==> src/rtl/data_mem_arbiter.sv <==
// data_mem_arbiter
//   Shares one data-memory port between two requesters: port 0 (core
//   load/store path) and port 1 (debug/loader engine). One access at a time,
//   round-robin on ties, fixed memory occupancy of MEM_LAT cycles, and a
//   one-cycle ack pulse after each access.
//
// Ports
//   clock, reset            : clock, synchronous active-high reset
//   reqN/weN/addrN/wdataN   : request handshake and fields of port N
//   gntN                    : port N owns the memory (ACCESS and ACK)
//   ackN                    : one-cycle completion pulse for port N
//   rdata                   : data of the last completed read
//   mem_en/mem_we           : memory enable / single write strobe
//   mem_addr/mem_wdata      : latched address / write data
//   mem_rdata               : combinational memory read data
//   busy/owner              : arbiter not idle / granted port index
module data_mem_arbiter #(
  parameter int ADDR_W  = 8,
  parameter int DATA_W  = 16,
  parameter int MEM_LAT = 1
) (
  input  logic              clock,
  input  logic              reset,
  input  logic              req0,
  input  logic              we0,
  input  logic [ADDR_W-1:0] addr0,
  input  logic [DATA_W-1:0] wdata0,
  output logic              gnt0,
  output logic              ack0,
  input  logic              req1,
  input  logic              we1,
  input  logic [ADDR_W-1:0] addr1,
  input  logic [DATA_W-1:0] wdata1,
  output logic              gnt1,
  output logic              ack1,
  output logic [DATA_W-1:0] rdata,
  output logic              mem_en,
  output logic              mem_we,
  output logic [ADDR_W-1:0] mem_addr,
  output logic [DATA_W-1:0] mem_wdata,
  input  logic [DATA_W-1:0] mem_rdata,
  output logic              busy,
  output logic              owner
);

  // A latency of 0 behaves as 1; the counter is 4 bits wide (1..15).
  localparam int LAT = (MEM_LAT < 1) ? 1 : MEM_LAT;

  typedef enum logic [1:0] {IDLE, ACCESS, ACK} state_t;

  state_t      state;
  logic        last_owner;
  logic        we_l;
  logic [3:0]  cnt;

  // Winner of an arbitration in IDLE: on a tie, the port that was not served
  // last; otherwise whichever port is requesting.
  logic pick;
  assign pick = (req0 && req1) ? ~last_owner : req1;

  always_ff @(posedge clock) begin
    if (reset) begin
      state      <= IDLE;
      last_owner <= 1'b1;
      we_l       <= 1'b0;
      cnt        <= '0;
      gnt0       <= 1'b0;
      gnt1       <= 1'b0;
      ack0       <= 1'b0;
      ack1       <= 1'b0;
      rdata      <= '0;
      mem_en     <= 1'b0;
      mem_we     <= 1'b0;
      mem_addr   <= '0;
      mem_wdata  <= '0;
      busy       <= 1'b0;
      owner      <= 1'b0;
    end else begin
      case (state)
        IDLE: begin
          if (req0 || req1) begin
            // Fields are latched here so later input changes cannot disturb
            // the access in flight.
            owner     <= pick;
            we_l      <= pick ? we1 : we0;
            mem_addr  <= pick ? addr1 : addr0;
            mem_wdata <= pick ? wdata1 : wdata0;
            cnt       <= 4'(LAT - 1);
            gnt0      <= ~pick;
            gnt1      <= pick;
            mem_en    <= 1'b1;
            busy      <= 1'b1;
            // With a one-cycle access the first ACCESS cycle is also the last.
            mem_we    <= (LAT == 1) ? (pick ? we1 : we0) : 1'b0;
            state     <= ACCESS;
          end
        end
        ACCESS: begin
          if (cnt != 4'd0) begin
            cnt    <= cnt - 4'd1;
            // Raise the write strobe for the final ACCESS cycle only.
            mem_we <= (cnt == 4'd1) ? we_l : 1'b0;
          end else begin
            if (!we_l) begin
              rdata <= mem_rdata;
            end
            mem_en <= 1'b0;
            mem_we <= 1'b0;
            ack0   <= ~owner;
            ack1   <= owner;
            state  <= ACK;
          end
        end
        ACK: begin
          ack0       <= 1'b0;
          ack1       <= 1'b0;
          gnt0       <= 1'b0;
          gnt1       <= 1'b0;
          busy       <= 1'b0;
          last_owner <= owner;
          state      <= IDLE;
        end
        default: begin
          state  <= IDLE;
          gnt0   <= 1'b0;
          gnt1   <= 1'b0;
          ack0   <= 1'b0;
          ack1   <= 1'b0;
          mem_en <= 1'b0;
          mem_we <= 1'b0;
          busy   <= 1'b0;
        end
      endcase
    end
  end

endmodule

==> config.mk <==
export PLATFORM = sky130hd
export DESIGN_NAME = data_mem_arbiter
export DESIGN_NICKNAME = d
export VERILOG_FILES = /design/src/rtl/data_mem_arbiter.sv
export SDC_FILE = /design/constraint.sdc
export NUM_CORES = 1
export LEC_CHECK = 0
export CELL_PAD_IN_SITES_DETAIL_PLACEMENT = 1
export CELL_PAD_IN_SITES_GLOBAL_PLACEMENT = 1
export CORE_UTILIZATION = 29
export CTS_CLUSTER_DIAMETER = 150
export CTS_CLUSTER_SIZE = 30
export DETAILED_ROUTE_END_ITERATION = 6
export PLACE_DENSITY = 0.84
export SLEW_MARGIN = 10
export SYNTH_ARGS = -nofsm -noshare
export SYNTH_HDL_FRONTEND = slang
export SYNTH_SLANG_ARGS = --single-unit
==> constraint.sdc <==
create_clock -name clock -period 2.3 [get_ports clock]
set_clock_uncertainty 0.2 [all_clocks]
set_input_delay 0.46 -clock clock [delete_from_list [all_inputs] [get_ports clock]]
set_output_delay 0.46 -clock clock [all_outputs]
set_load 0.01 [all_outputs]
==> metrics.yaml, run 1 <==
outcome:
  status: "finished clean"
sta:
  finalSetupViolCount: 0
  timing.final.ws_setup_ns: 0.324
  drv_slew: 0
  setup_tns_ns: 0
  max-slew-margin-rel: 0.590
  period_minus_slack_ns: 1.98
  hold_violations: 0
  clock.fmax_mhz: 506
  finalCritPeriodShare: 0.859
  worst_slew_pin_slew_ns: 0.615
  rsz0062_at_grt: "no"
worst_setup_path:
  worstReg2RegStart: "state[1]"
  path_buf_inv: 1
  worst_ep_required_time_ns: 2.35
  worstPathArrival_ns: 2.03
  criticalPathCategory: "in -> reg"
  crit_chain: "clkdlybuf4s50_1, or3_4, nor3b_4, a221o_1"
  critPathTopFamily: "simple AND/OR/NAND/NOR gates"
  cp-start-kind: "primary input"
  critPathMaxStageDelay_ns: 0.47
  cp-end-kind: "flop"
  startpoint: "reset"
  crit_slowest_cell: "clkdlybuf4s50_1"
  cp_max_fo: 12
hold_path:
  hold_start: "rdata[3]"
  hp-class: "reg -> reg"
synth:
  synthTopCellsByArea: "dfxtp_1 45%, mux2i_1 7.6%, nand2_1 5.2%"
  synth-seq-area-share: 0.445
  syn_avg_cell_area_um2: 8.84
  synth_area_leader_cell: "dfxtp_1"
  synth_area_um2: 2520
  synth_top_flop_cell: "dfxtp_1"
  synth_top_area_share: 0.445
  yosys-top-cells-count: "56 x dfxtp_1, 35 x nand2_1, 19 x mux2i_1"
  synth_nets: 357
  synthArstFlopShare: 0
  netlist_instances: 285
  synth_cell_types: 43
  yosysMostFrequentCell: "dfxtp_1"
  yosys_register_bits: 56
  synth-edff-count: 0
  yosysWarnings: 0
pwr:
  p_int_mw: 1.63
  combPwrFrac: 0.257
  p_clk_frac: 0.253
  cellLeakagePower_nw: 1.42
  power_switching_mw: 0.632
  p_seq_frac: 0.490
  p_sw_frac: 0.280
  p_per_area_nw_per_um2: 583
  max-vdd-ir-drop_mv: 0.281
global_routing:
  grt_overflow: 0
  grt_pass1_wl_um: 12600
  track_usage: 0.174
  grt_pass1_vias: 2722
  grt_max_degree: 34
  antenna_found_initial: 0
floorplan:
  core_um2: 8300
  die-area_um2: 9060
  die_x_um: 95.2
  std_cell_rows: 33
  start_util: 0.303
  die_h_um: 95.2
  pin_count: 118
final_layout:
  area_growth_pct: 53.8
  drive_above_1_share: 0.0685
  layout.nets: 465
  fillers: 961
  diodes: 0
drt:
  first_pass_iters: 4
  via_count: 2549
  wl_per_cell_um: 15.5
  drc: 0
  vias_per_cell: 5.11
  drt_wl_total_um: 7710
  dr.first_iter.drc_count: 105
  final_antenna_net_count: 0
cts:
  max-clock-path-buffers: 2
  clkTransAtPathRegs_ns: 0.10
  post_cts_resized: 0
  cts_made_buffers: 5
  cts_sinks: 56
  worstSkewPairLatency_ns: 0.30
  tritoncts: "yes"
  htreeDepth: 2
  root_buffer: "clkbuf_8"
  postCtsSetupBuffers: 0
  holdBufCountCts: 0
place:
  pre_cts_ws_ns: 0.0190
  io_buffers: 117
  place_congestion: 0.783
  place_hpwl_um: 5730
flow_run:
  cap_violations: 0
per-stage QoR:
stage,area [µm²],hold WS (ns),power (mW),utilization,std cells
detailed placement,3780,0.253,1.71,0.455,491
global route,3870,0.279,2.38,0.467,499
CTS,3870,0.268,2.29,0.467,499
floorplan,2520,0.270,1.38,-,285
global placement,3780,0.243,1.70,0.455,491
finish,3870,0.261,2.26,0.467,499
worst paths after layout:
check / end / slack (ns) / cells past startpoint
worst max-delay path: mem_wdata[15] / 0.32 / 4
worst min-delay path: rdata[3] / 0.26 / 2
worst max register to register: mem_wdata[15] / 0.35 / 3
worst min register to register: rdata[3] / 0.26 / 2
cell families (layout without fill, tap and decap cells):
kind of cell / after synthesis / in the layout / share of synthesized area
mux: 19 / 19 / 0.0755
buf+inv: 42 / 151 / 0.0730
simple gates: 101 / 101 / 0.223
fa+ha+maj: 2 / 2 / 0.00993
flops: 56 / 56 / 0.445
compound gates: 65 / 65 / 0.173
power groups by stage:
stage | clock [mW] | combinational [mW] | sequential (mW)
after floorplan | 0 | 0.237 | 1.15
after global placement | 0 | 0.570 | 1.13
after detailed placement | 0 | 0.584 | 1.13
after CTS | 0.597 | 0.587 | 1.11
after global routing | 0.629 | 0.632 | 1.12
final | 0.571 | 0.581 | 1.11
metal layers:
metal | wire [µm] | global-route usage | vias to the layer above
met4 | 51 | 0.0328 | 0
met3 | 561 | 0.0399 | 6
met1 | 3540 | 0.222 | 1205
met5 | 0 | 0 | -
met2 | 3560 | 0.301 | 90
li1 | - | - | 1248
final cells by class:
type,count,area (µm²),share of cell area
Clock buffer,6,82.6,0.0213
Clock inverter,2,13.8,0.00355
Inverter,18,67.6,0.0174
Multi-Input combinational cell,187,1210,0.313
Sequential cell,56,1120,0.289
Tap cell,105,131,0.0339
Timing Repair Buffer,125,1240,0.321
tightest hold or removal path, delay by kind of cell, from the launching register on:
family,cells,cell delay [ns]
and+or+nand+nor,1,0.05
DFF,1,0.32
muxes,1,0.05
state kept, by name, indices dropped and copies added (netlist names):
signal and count:
mem_en 1, ack1 1, cnt 4, mem_addr 8, last_owner 1, busy 1
gnt1 1, mem_wdata 16, state 2, gnt0 1, owner 1, we_l 1
rdata 16, mem_we 1, ack0 1
cells in the final DEF (no fill, tap or decap), types with 2 or more instances in the layout:
| cell | instances |
|---|---|
| o221ai_1 | 2 |
| nand3_1 | 16 |
| a21oi_1 | 9 |
| dfxtp_1 | 56 |
| mux2i_1 | 19 |
| o21ai_0 | 18 |
| ha_1 | 2 |
| a211oi_1 | 2 |
| nand4_1 | 15 |
| clkdlybuf4s50_1 | 117 |
| nor3_1 | 15 |
| nand2b_1 | 4 |
| a221o_1 | 10 |
| inv_1 | 17 |
| or2_2 | 2 |
| clkbuf_8 | 6 |
| a32oi_1 | 2 |
| o22ai_1 | 2 |
| nand2_1 | 35 |
| a31oi_1 | 14 |
| buf_4 | 7 |
Power figures use the tool's default switching activity.
==> run 2, diff against run 1 <==
==> constraint.sdc (replaced) <==
create_clock -name clock -period 2.3 [get_ports clock]
set_clock_uncertainty 0.2 [all_clocks]
set_input_delay 0.23 -clock clock [delete_from_list [all_inputs] [get_ports clock]]
set_output_delay 0.23 -clock clock [all_outputs]
set_load 0.01 [all_outputs]
==> metrics.yaml, run 2 (same netlist as run 1, synthesis figures left out) <==
outcome:
  status: "finished clean"
drt:
  final_antenna_net_count: 0
  first_pass_iters: 4
  vias_per_cell: 5.11
  drt_wl_total_um: 7890
  via_count: 2556
  wl_per_cell_um: 15.8
  dr.first_iter.drc_count: 114
  drc: 0
sta:
  period_minus_slack_ns: 1.94
  hold_violations: 0
  rsz0062_at_grt: "no"
  finalCritPeriodShare: 0.842
  drv_slew: 0
  clock.fmax_mhz: 516
  max-slew-margin-rel: 0.671
  setup_tns_ns: 0
  finalSetupViolCount: 0
  worst_slew_pin_slew_ns: 0.493
cts:
  max-clock-path-buffers: 2
  htreeDepth: 2
  holdBufCountCts: 0
  postCtsSetupBuffers: 0
  tritoncts: "yes"
  worstSkewPairLatency_ns: 0.32
  clkTransAtPathRegs_ns: 0.11
  post_cts_resized: 0
  root_buffer: "clkbuf_8"
  cts_made_buffers: 5
  cts_sinks: 56
final_layout:
  fin_area_um2: 3870
  diodes: 0
  utilization: 0.466
  layout.nets: 466
  top_regs: "mem_wdata (16), rdata (16), mem_addr (8)"
  final_common_cell: "clkdlybuf4s50_1"
  mostFrequentLayoutCells: "117 x clkdlybuf4s50_1, 56 x dfxtp_1, 35 x nand2_1"
  area_growth_pct: 53.5
  drive_above_1_share: 0.0684
global_routing:
  grt_pass1_wl_um: 12600
  antenna_found_initial: 0
  track_usage: 0.178
  grt_pass1_vias: 2603
  grt_max_degree: 34
  grt_overflow: 0
floorplan:
  std_cell_rows: 33
  die_h_um: 95.2
  die_x_um: 95.2
  core_um2: 8300
  start_util: 0.303
  pin_count: 118
  die-area_um2: 9060
hold_path:
  hp-class: "reg -> reg"
place:
  place_hpwl_um: 5840
  placed_area_um2: 3770
  io_buffers: 117
  place_congestion: 0.813
worst_setup_path:
  cp-end-kind: "flop"
  r2r_end: "mem_wdata[7]"
  crit_end: "mem_wdata[7]"
  startpoint: "state[0]"
  worstPathArrival_ns: 2.00
  worst_ep_required_time_ns: 2.36
  worstReg2RegStart: "state[0]"
  cp-start-kind: "flop"
  r2r_slack_ns: 0.36
  criticalPathCategory: "reg -> reg"
  reg2reg_depth: 3
  cp_max_fo: 12
pwr:
  p_seq_frac: 0.488
  p_per_area_nw_per_um2: 586
  p_int_mw: 1.62
  cellLeakagePower_nw: 1.41
  p_clk_frac: 0.254
  p_sw_frac: 0.283
  combPwrFrac: 0.258
  max-vdd-ir-drop_mv: 0.261
  power_switching_mw: 0.643
flow_run:
  cap_violations: 0
[run 2: cell count changes in the layout (fill, tap and decap cells not counted)]
| cell | previous run | this run |
|---|---|---|
| buf_4 | 7 | 9 |
| clkinvlp_4 | 0 | 1 |
| buf_12 | 1 | 0 |
| clkinv_2 | 1 | 0 |
| clkbuf_1 | 0 | 1 |
| inv_6 | 1 | 0 |
[run 2: metal layers]
metal,track usage,vias up,part of all wire
li1,-,1248,-
met1,0.225,1209,0.46
met2,0.295,91,0.46
met3,0.0478,8,0.076
met4,0.0530,0,0.011
met5,0,-,0
[run 2: cell type report]
| cell class | instances | area, µm² |
|---|---|---|
| clock buffer | 7 | 86.3 |
| timing repair buffer | 126 | 1240 |
| sequential | 56 | 1120 |
| clock inverter | 1 | 7.51 |
| multi-input combinational | 187 | 1210 |
| tap | 105 | 131 |
| fill | 977 | 4430 |
| inverter | 18 | 67.6 |
[run 2: critical path, cell delays in order (launching register included)]
cell,delay [ns]
dfxtp_1,0.48
or3_4,0.54
nor3b_4,0.43
a221o_1,0.23
[run 2: worst min-delay path by stage]
stage	startpoint	to	cells past startpoint
after global routing	mem_rdata[0]	rdata[0]	3
after floorplan	wdata0[2]	mem_wdata[2]	1
after global placement	rdata[9]	rdata[9]	2
after detailed placement	rdata[15]	rdata[15]	2
final	rdata[15]	rdata[15]	2
after CTS	mem_rdata[0]	rdata[0]	3
[run 2: power by group through the flow]
stage                     sequential (mW)  combinational (mW)  clock, mW
after floorplan                      1.15               0.237          0
after global placement               1.12               0.574          0
after detailed placement             1.13               0.588          0
after CTS                            1.11               0.591      0.592
after global routing                 1.12               0.633      0.636
final                                1.11               0.584      0.576
[run 2: through the flow]
stage | hold WS, ns | total power [mW] | cells | setup WS (ns)
after global routing | 0.264 | 2.39 | 500 | 0.254
after CTS | 0.259 | 2.29 | 500 | 0.366
after detailed placement | 0.255 | 1.72 | 492 | 0.204
after global placement | 0.242 | 1.70 | 492 | 0.208
final | 0.265 | 2.27 | 500 | 0.363
after floorplan | 0.169 | 1.38 | 285 | 0.546
==> run 3, diff against run 2 <==
Settings changed: CORE_UTILIZATION 29 to 26, PLACE_DENSITY 0.84 to 0.8.
Clock period 2.3 ns to 1.78 ns, I/O delays scaled along.
==> metrics.yaml, run 3 (same netlist as run 1, synthesis figures left out) <==
hold_path:
  hp-class: "in -> reg"
  holdPathStages: 3
sta:
  finalCritPeriodShare: 0.934
  rsz0062_at_grt: "no"
  hold_violations: 0
  period_minus_slack_ns: 1.66
  drv_slew: 0
  worst_slew_pin_slew_ns: 0.466
  finalSetupViolCount: 0
  max-slew-margin-rel: 0.690
  timing.final.ws_setup_ns: 0.117
  clock.fmax_mhz: 601
place:
  place_congestion: 0.769
  io_buffers: 117
  pre_cts_ws_ns: -0.139
  place_hpwl_um: 6140
  placed_area_um2: 3950
  dp_cells: 530
outcome:
  status: "finished clean"
final_layout:
  multi_input_area_um2: 1230
  final_common_cell: "clkdlybuf4s50_1"
  drive_above_1_share: 0.123
  fin_area_um2: 4080
  layout.nets: 484
  fillers: 1101
  top_regs: "mem_wdata (16), rdata (16), mem_addr (8)"
  regArea_um2: 1120
  finalNonFillerCells: 542
  area_growth_pct: 61.9
  mostFrequentLayoutCells: "117 x clkdlybuf4s50_1, 54 x dfxtp_1, 35 x nand2_1"
  diodes: 0
global_routing:
  grt_pass1_vias: 2706
  grt_max_degree: 34
  track_usage: 0.163
  grt_overflow: 0
  antenna_found_initial: 0
  grt_pass1_wl_um: 13200
worst_setup_path:
  worstPathArrival_ns: 1.71
  reg2reg_depth: 7
  worst_ep_required_time_ns: 1.83
  r2r_slack_ns: 0.12
  cp-end-kind: "flop"
  critPathMaxStageDelay_ns: 0.34
  cp_max_fo: 8
  worstReg2RegStart: "cnt[1]"
  critPathTopFamily: "buffers and inverters"
  startpoint: "cnt[1]"
  crit_chain: "inv_2, ha_4, buf_4, nand4bb_4, nor3_4, buf_6, mux2i_1"
  r2r_end: "rdata[3]"
  path_buf_inv: 3
  criticalPathCategory: "reg -> reg"
  cp-start-kind: "flop"
  crit_end: "rdata[3]"
  path_depth: 7
  crit_slowest_cell: "dfxtp_2"
pwr:
  p_int_mw: 2.11
  combPwrFrac: 0.274
  p_per_area_nw_per_um2: 726
  p_clk_frac: 0.244
  power_switching_mw: 0.853
  p_seq_frac: 0.482
  max-vdd-ir-drop_mv: 0.360
  cellLeakagePower_nw: 1.51
  p_sw_frac: 0.288
flow_run:
  cap_violations: 0
drt:
  first_pass_iters: 4
  final_antenna_net_count: 0
  dr.first_iter.drc_count: 52
  drc: 0
  wl_per_cell_um: 15.1
  drt_wl_total_um: 8180
  vias_per_cell: 4.84
  via_count: 2621
cts:
  root_buffer: "clkbuf_8"
  cts_sinks: 56
  max-clock-path-buffers: 2
  cts_made_buffers: 5
  clkTransAtPathRegs_ns: 0.11
  worstSkewPairLatency_ns: 0.32
  tritoncts: "yes"
  htreeDepth: 2
floorplan:
  std_cell_rows: 35
  start_util: 0.270
  pin_count: 118
  core_um2: 9330
  die_x_um: 100
  die-area_um2: 10100
  die_h_um: 100
run 3: worst reg2reg max path, cell delays in order (launching register included):
cell,delay (ns)
dfxtp_2,0.34
inv_2,0.07
ha_4,0.15
buf_4,0.12
nand4bb_4,0.12
nor3_4,0.18
buf_6,0.20
mux2i_1,0.20
run 3: what timing repair did:
action	in CTS	in global routing
pin swaps	1	2
cloned	1	0
setup endpoints to repair	17	19
buffers inserted	3	2
resized for setup	8	2
hold buffers	0	0
endpoints found under the hold margin	0	0
run 3: worst min-delay path by stage:
stage                       start            to
finish               mem_rdata[7]      rdata[7]
global route        mem_rdata[15]     rdata[15]
CTS                 mem_rdata[15]     rdata[15]
detailed placement       rdata[2]      rdata[2]
global placement         rdata[4]      rdata[4]
floorplan               wdata0[2]  mem_wdata[2]
run 3: per-layer routing:
| layer | track usage | vias up | part of all wire |
|---|---|---|---|
| met5 | 0 | - | 0 |
| met4 | 0.0268 | 0 | 0.0067 |
| met3 | 0.0397 | 4 | 0.060 |
| met2 | 0.285 | 98 | 0.48 |
| met1 | 0.206 | 1235 | 0.45 |
| li1 | - | 1284 | - |
run 3: power groups by stage:
stage | Combinational (mW) | Sequential (mW) | Clock (mW)
4_1_cts | 0.846 | 1.43 | 0.750
2_1_floorplan | 0.306 | 1.48 | 0
6_report | 0.810 | 1.43 | 0.722
3_5_place_dp | 0.811 | 1.46 | 0
3_3_place_gp | 0.788 | 1.45 | 0
5_1_grt | 0.876 | 1.44 | 0.798
run 3: metrics by stage:
stage                     utilization  hold slack (ns)  total power [mW]  TNS [ns]
after floorplan                     -            0.117              1.79         0
after global placement          0.423            0.242              2.24    -0.726
after detailed placement        0.423            0.248              2.27     -1.78
after CTS                       0.440            0.203              3.03         0
after global routing            0.437            0.206              3.12         0
final                           0.437            0.210              2.96         0
run 3: area by class of cell:
cell class,count,share of cell area
clock buffer,5,0.0169
timing repair buffer,144,0.345
inverter,18,0.0166
sequential,56,0.276
tap,129,0.0396
multi-input combinational,187,0.301
clock inverter,3,0.00522
